===== src/rtl/mxv_row_sequencer_pkg.sv =====
// -----------------------------------------------------------------------------
// mxv_row_sequencer_pkg
// Shared definitions for the matrix-vector row sequencer and its address
// generator: FSM state encoding, the log2 helper used to turn the chunk width
// into a shift amount, and the default datapath sizes shared with the
// dot-product engine.
// -----------------------------------------------------------------------------
package mxv_row_sequencer_pkg;

    typedef enum logic [1:0] {
        IDLE     = 2'd0,
        ISSUE    = 2'd1,
        WAIT_RES = 2'd2,
        FIN      = 2'd3
    } seq_state_t;

    localparam int DEFAULT_ELEMENT_WIDTH = 32;
    localparam int DEFAULT_NO_OF_UNITS   = 8;

    // Ceiling log2; exact for the power-of-two chunk widths used here.
    function automatic int log2_units(input int value);
        int result;
        result = 0;
        for (int i = 0; i < 31; i++) begin
            if ((1 << i) < value) begin
                result = i + 1;
            end
        end
        return result;
    endfunction

endpackage


===== src/rtl/mxv_addr_gen.sv =====
// -----------------------------------------------------------------------------
// mxv_addr_gen
// Row/chunk counters for the matrix-vector sequencer.
//   clk, reset      : clock, synchronous active-high reset
//   clear           : zero all counters (accepted start)
//   chunk_step      : a chunk read was issued this cycle
//   row_step        : the current row's result was captured this cycle
//   chunks          : latched chunks per row
//   total_rows      : latched row count
//   mat_rd_addr     : row*chunks + chunk, truncated to ADDR_WIDTH
//   vec_rd_addr     : chunk, truncated to ADDR_WIDTH
//   row_addr        : current row, truncated to ADDR_WIDTH
//   chunk_last      : current chunk is the final one of the row
//   row_last        : current row is the final row
// -----------------------------------------------------------------------------
module mxv_addr_gen #(
    parameter int ADDR_WIDTH = 16
) (
    input  logic                  clk,
    input  logic                  reset,
    input  logic                  clear,
    input  logic                  chunk_step,
    input  logic                  row_step,
    input  logic [31:0]           chunks,
    input  logic [31:0]           total_rows,
    output logic [ADDR_WIDTH-1:0] mat_rd_addr,
    output logic [ADDR_WIDTH-1:0] vec_rd_addr,
    output logic [ADDR_WIDTH-1:0] row_addr,
    output logic                  chunk_last,
    output logic                  row_last
);

    logic [31:0]           chunk;
    logic [31:0]           row;
    // Running row*chunks, kept modulo 2^ADDR_WIDTH so no multiplier is needed.
    logic [ADDR_WIDTH-1:0] row_base;

    assign chunk_last  = (chunk == chunks - 32'd1);
    assign row_last    = (row + 32'd1 == total_rows);
    assign vec_rd_addr = chunk[ADDR_WIDTH-1:0];
    assign mat_rd_addr = row_base + chunk[ADDR_WIDTH-1:0];
    assign row_addr    = row[ADDR_WIDTH-1:0];

    always_ff @(posedge clk) begin
        if (reset || clear) begin
            chunk    <= '0;
            row      <= '0;
            row_base <= '0;
        end else begin
            if (chunk_step) begin
                chunk <= chunk_last ? 32'd0 : chunk + 32'd1;
            end
            if (row_step) begin
                row      <= row + 32'd1;
                row_base <= row_base + chunks[ADDR_WIDTH-1:0];
            end
        end
    end

endmodule


===== src/rtl/mxv_row_sequencer.sv =====
// -----------------------------------------------------------------------------
// mxv_row_sequencer
// Walks every matrix row in NO_OF_UNITS-wide chunks, issues matrix/vector
// memory reads, frames the returning data into the dot-product engine with
// valid/last, waits for each row's result and writes it to the AP memory.
//   clk, reset                 : clock, synchronous active-high reset
//   start, total_cols/rows     : pass request and its dimensions
//   busy, done                 : pass status, done is a one-cycle pulse
//   mat_rd_*, vec_rd_*         : memory read strobes and chunk addresses
//   dp_ready                   : engine accepts a chunk next cycle
//   dp_in_valid, dp_in_last    : framing of read data into the engine
//   dp_result_valid, dp_result : per-row engine result
//   ap_we, ap_addr, ap_data    : AP memory write port
// Optional build macro MXV_SEQ_PERF_EN adds perf_cycles (busy cycles) and
// perf_stalls (ISSUE cycles with dp_ready low).
// -----------------------------------------------------------------------------
module mxv_row_sequencer
    import mxv_row_sequencer_pkg::*;
#(
    parameter int NO_OF_UNITS   = DEFAULT_NO_OF_UNITS,
    parameter int ELEMENT_WIDTH = DEFAULT_ELEMENT_WIDTH,
    parameter int ADDR_WIDTH    = 16
) (
    input  logic                     clk,
    input  logic                     reset,
    input  logic                     start,
    input  logic [31:0]              total_cols,
    input  logic [31:0]              total_rows,
    output logic                     busy,
    output logic                     done,
    output logic                     mat_rd_en,
    output logic [ADDR_WIDTH-1:0]    mat_rd_addr,
    output logic                     vec_rd_en,
    output logic [ADDR_WIDTH-1:0]    vec_rd_addr,
    input  logic                     dp_ready,
    output logic                     dp_in_valid,
    output logic                     dp_in_last,
    input  logic                     dp_result_valid,
    input  logic [ELEMENT_WIDTH-1:0] dp_result,
    output logic                     ap_we,
    output logic [ADDR_WIDTH-1:0]    ap_addr,
    output logic [ELEMENT_WIDTH-1:0] ap_data
`ifdef MXV_SEQ_PERF_EN
    ,
    output logic [31:0]              perf_cycles,
    output logic [31:0]              perf_stalls
`endif
);

    localparam int CHUNK_SHIFT = log2_units(NO_OF_UNITS);

    seq_state_t            state;
    seq_state_t            state_next;
    logic [31:0]           chunks;
    logic [31:0]           rows_total;
    logic [32:0]           cols_round;
    logic [31:0]           chunks_calc;
    logic                  start_accept;
    logic                  capture;
    logic                  chunk_last;
    logic                  row_last;
    logic [ADDR_WIDTH-1:0] row_addr;

    // Extra bit keeps the round-up from wrapping for very large column counts.
    assign cols_round  = {1'b0, total_cols} + 33'(NO_OF_UNITS - 1);
    assign chunks_calc = 32'(cols_round >> CHUNK_SHIFT);

    mxv_addr_gen #(
        .ADDR_WIDTH (ADDR_WIDTH)
    ) u_addr_gen (
        .clk         (clk),
        .reset       (reset),
        .clear       (start_accept),
        .chunk_step  (mat_rd_en),
        .row_step    (capture),
        .chunks      (chunks),
        .total_rows  (rows_total),
        .mat_rd_addr (mat_rd_addr),
        .vec_rd_addr (vec_rd_addr),
        .row_addr    (row_addr),
        .chunk_last  (chunk_last),
        .row_last    (row_last)
    );

    always_ff @(posedge clk) begin
        if (reset) begin
            state <= IDLE;
        end else begin
            state <= state_next;
        end
    end

    always_comb begin
        state_next = state;
        case (state)
            IDLE: begin
                if (start) begin
                    state_next = (total_rows == 32'd0 || total_cols == 32'd0) ? FIN : ISSUE;
                end
            end
            ISSUE: begin
                if (dp_ready && chunk_last) begin
                    state_next = WAIT_RES;
                end
            end
            WAIT_RES: begin
                if (dp_result_valid) begin
                    state_next = row_last ? FIN : ISSUE;
                end
            end
            FIN:     state_next = IDLE;
            default: state_next = IDLE;
        endcase
    end

    always_comb begin
        busy         = 1'b0;
        mat_rd_en    = 1'b0;
        vec_rd_en    = 1'b0;
        start_accept = 1'b0;
        capture      = 1'b0;
        case (state)
            IDLE: start_accept = start;
            ISSUE: begin
                busy      = 1'b1;
                mat_rd_en = dp_ready;
                vec_rd_en = dp_ready;
            end
            WAIT_RES: begin
                busy    = 1'b1;
                capture = dp_result_valid;
            end
            FIN:     busy = 1'b1;
            default: busy = 1'b0;
        endcase
    end

    always_ff @(posedge clk) begin
        if (reset) begin
            chunks     <= '0;
            rows_total <= '0;
        end else if (start_accept) begin
            chunks     <= chunks_calc;
            rows_total <= total_rows;
        end
    end

    // Memory data arrives one cycle after the read, so framing follows the
    // read strobe by one register; AP writes and done are registered too.
    always_ff @(posedge clk) begin
        if (reset) begin
            dp_in_valid <= 1'b0;
            dp_in_last  <= 1'b0;
            ap_we       <= 1'b0;
            ap_addr     <= '0;
            ap_data     <= '0;
            done        <= 1'b0;
        end else begin
            dp_in_valid <= mat_rd_en;
            dp_in_last  <= mat_rd_en & chunk_last;
            ap_we       <= capture;
            done        <= (state == FIN);
            if (capture) begin
                ap_addr <= row_addr;
                ap_data <= dp_result;
            end
        end
    end

`ifdef MXV_SEQ_PERF_EN
    always_ff @(posedge clk) begin
        if (reset || start_accept) begin
            perf_cycles <= '0;
            perf_stalls <= '0;
        end else begin
            if (busy) begin
                perf_cycles <= perf_cycles + 32'd1;
            end
            if (state == ISSUE && !dp_ready) begin
                perf_stalls <= perf_stalls + 32'd1;
            end
        end
    end
`endif

endmodule


===== config.mk =====
export PLATFORM = sky130hd
export DESIGN_NAME = mxv_row_sequencer
export DESIGN_NICKNAME = d
export VERILOG_FILES = /design/src/rtl/mxv_row_sequencer_pkg.sv /design/src/rtl/mxv_addr_gen.sv /design/src/rtl/mxv_row_sequencer.sv
export SDC_FILE = /design/constraint.sdc
export NUM_CORES = 1
export LEC_CHECK = 0
export CORE_MARGIN = 2
export CORE_UTILIZATION = 38
export CTS_CLUSTER_DIAMETER = 60
export DETAILED_ROUTE_END_ITERATION = 8
export PLACE_DENSITY = 0.69
export SYNTH_ARGS = -nofsm -noshare
export SYNTH_HDL_FRONTEND = slang
export SYNTH_SLANG_ARGS = --single-unit

===== constraint.sdc =====
create_clock -name clk -period 3.5 [get_ports clk]
set_input_delay 0.35 -clock clk [delete_from_list [all_inputs] [get_ports clk]]
set_output_delay 0.35 -clock clk [all_outputs]
set_load 0.02 [all_outputs]

==> results.md <==
* IO Port Bufs at 187
* Ys async rst share at 0
* Multi-input combinational cell area at 0.00739 mm^2
* CTS Sinks at 196
* Share of cells above drive strength 1 at 0.0921
* EDFF count, synth at 0
* Crit Path Max Fanout at 2
* Fin. max-slew vios at 0
* CTS tree: done
* Crit path launch type: flip-flop
* Internal reg-to-reg setup slack at 0.17 ns
* Worst slew margin at 0.439
* Ant diodes at 0
* Max H-tree Level at 4
* Final net count at 1,827
* Final instance area at 0.0149 mm^2
* Max-Cap Viols at 0
* Via Count at 11.3k
* Crit-path cells: ha_1 > inv_1 > fa_2 > nor2b_1 > o21a_1 > o21ai_2 > a21oi_2 > o2111ai_2 > a31oi_2 > or4b_2 > nand3_1 > buf_4
* Final WL at 34.2 mm
* Final setup margin at 0.135 ns
* Grt ovf at 0
* R2R cell count at 11
* Crit-path max cell delay at 0.65 ns
* Final hold viol count at 0
* Largest area contributor in the netlist: dfxtp_1
* TNS Setup at 0 ns
* Clock Latency Late Sink at 0.44 ns
* DRC Markers at 0
* Vias in the first global route at 10.8k
* Period minus WS final at 3.37 ns
* Antenna-violating nets left at 0
* Global-route wire length before repair at 55.3 mm
* Die width at 181 um
* Placed Area at 0.0143 mm^2
* Die H at 181 um
* Avg Inst Size Synth at 7.83 um^2
* Leakage at 5.40 nW
* Primary FF master, synth: dfxtp_1
* Number of vias per cell at 5.38
* Synthesized flop and latch total at 196
* Count of final setup violators at 0
* Worst reg2reg path endpoint: u_addr_gen.chunk[10]
* Die Footprint at 0.0327 mm^2
* Layout area overhead at 25.7%
* Crit path DAT at 3.02 ns
* Status: finished clean
* DRC marker count from the first detailed-route iteration at 783
* Row count at 64
* Cell count after synthesis at 1,518
* Pwr dens at 350 mW/mm^2
* CTS root buf: clkbuf_16
* Top cells by area, synth: dfxtp_1, nand2_1, xnor2_1, a21oi_1, xor2_1
* Core Area at 0.0307 mm^2
* Crit-path slowest cell: or4b_2
* Synth top area share at 0.330
* Worst Hold Class: primary input to flip-flop
* WL/cell at 16.3 um
* Reg clk slew, reported paths at 0.08 ns
* Synth cell types at 83
* Skew final at 0.0131 ns
* Worst r2r src: chunks[1]
* Crit path kind: flip-flop to primary output
* Critical Path Start: u_addr_gen.chunk[0]
* RSZ-0062 raised after global routing: yes
* FILL cells at 2,964
* IO Count at 188
* Worst EP required at 3.15 ns
* Global-route usage over all layers at 0.206
* Sequential share of the synthesized area at 0.330
* Ys Warns at 0
* Gpl congestion at 0.947
* FF/Latch Area at 0.00392 mm^2
* Synthesized cell area at 0.0119 mm^2
* Maximum clock insertion buffer count at 2
* Starting Density at 0.387
* Largest net degree at the start of global routing at 79
* Syn_nets at 1,654
* Antenna violations before repair at 1
* CP endpoint: mat_rd_addr[14]
* TritonCTS buffer count at 17
* Peak VDD IR at 0.000370 V
* Pre-CTS WS at -0.0593 ns
* Worst Tran Pin Value at 0.841 ns
* Worst setup EP type: primary output
* F_max at 0.297 GHz
* DRT Pass-1 Iters at 5
* Crit share post-route at 0.962
* HPWL Detailed at 25.9 mm
[cell usage after synthesis, types with 4 or more instances]
cell type	count
nor3_1	45
a21o_1	5
nor4b_1	4
or2_2	6
nand4_1	32
nand2_1	261
nand2b_1	11
o21a_1	7
nor3_2	8
nor3b_1	9
and3_1	24
o21ai_0	35
xor2_1	71
nor4_1	34
and2_1	13
a31oi_1	18
ha_1	33
and4_1	16
a2111oi_0	4
o211ai_1	6
or4_4	4
nor2_1	117
dfxtp_1	196
buf_4	18
inv_1	24
clkbuf_1	74
a21oi_1	128
a211oi_1	33
nand3_1	42
nand4b_1	8
o2111ai_1	6
o31ai_1	7
mux2i_1	7
or4_1	7
nand3b_1	5
buf_6	5
xnor2_1	89
a211o_1	4
nor2b_1	12
or3_1	21
[layout make-up]
class / instances / area share
Clock buffer: 19 / 0.0297
Clock inverter: 13 / 0.0102
Inverter: 24 / 0.00603
Multi-Input combinational cell: 1193 / 0.495
Sequential cell: 196 / 0.263
Tap cell: 396 / 0.0332
Timing Repair Buffer: 259 / 0.163
[routing by layer]
metal  GRT usage  share of wire  up-vias
li1            -              -     5691
met1       0.270           0.45     5273
met2       0.352           0.47      275
met3      0.0288          0.049       49
met4      0.0623          0.022        2
met5           0        0.00038        -
[worst max-delay path, delay by kind of cell (launching register included)]
kind	cells	cell delay [ns]
fa+ha+maj	2	0.42
compound gates	5	0.83
flops	1	0.31
buf+inv	2	0.21
simple gates	3	0.81
[what timing repair did]
action	CTS	global route
pin swaps	0	2
setup endpoints to repair	5	5
buffers inserted	0	0
hold buffers	0	0
hold endpoints to repair	0	0
resized for setup	10	10
[state kept, by name (all words and copies together) (netlist names)]
name	cells
state	2
done	1
rows_total	32
ap_data	32
dp_in_last	1
u_addr_gen.chunk	32
ap_addr	16
dp_in_valid	1
chunks	30
u_addr_gen.row_base	16
u_addr_gen.row	32
ap_we	1
[worst min-delay path by stage]
stage / end / from / depth (start not counted) / slack [ns]
detailed placement: ap_data[1] / ap_data[1] / 2 / 0.45
floorplan: rows_total[6] / rows_total[6] / 2 / 0.44
finish: ap_data[12] / dp_result[12] / 3 / 0.45
global placement: ap_data[13] / ap_data[13] / 2 / 0.44
global route: ap_data[13] / dp_result[13] / 3 / 0.43
CTS: ap_data[12] / dp_result[12] / 3 / 0.43
[layout by cell type (no fill, tap or decap), drive strengths merged, types with 42 or more instances in the layout]
master,n
nand3,42
xnor2,89
buf,74
clkdlybuf4s50,181
nor3,53
xor2,71
a21oi,129
nand2,261
nor2,117
dfxtp,196
[cells by family (layout without fill, tap and decap cells)]
family,Yosys count,count (layout),synth area share
compound gates,285,285,0.149
xor+xnor,160,160,0.118
fa+ha+maj,35,35,0.0381
buf+inv,129,315,0.0509
flops,196,196,0.330
mux,10,10,0.00895
simple gates,703,703,0.305
[per-stage QoR]
step | hold slack, ns | util | total power [mW] | instances
floorplan | 0.441 | - | 2.91 | 1518
global placement | 0.442 | 0.467 | 3.24 | 2068
CTS | 0.427 | 0.487 | 5.26 | 2100
finish | 0.446 | 0.487 | 5.22 | 2100
detailed placement | 0.447 | 0.467 | 3.25 | 2068
global route | 0.427 | 0.487 | 5.44 | 2100
[where the power goes]
group	leakage (nW)	switching [mW]	total (mW)	internal, mW
Sequential	1.59	0.0686	2.36	2.29
Clock	0.294	0.973	2.02	1.04
Combinational	3.52	0.462	0.847	0.385
Total	5.40	1.50	5.22	3.72
Power figures use the tool's default switching activity.
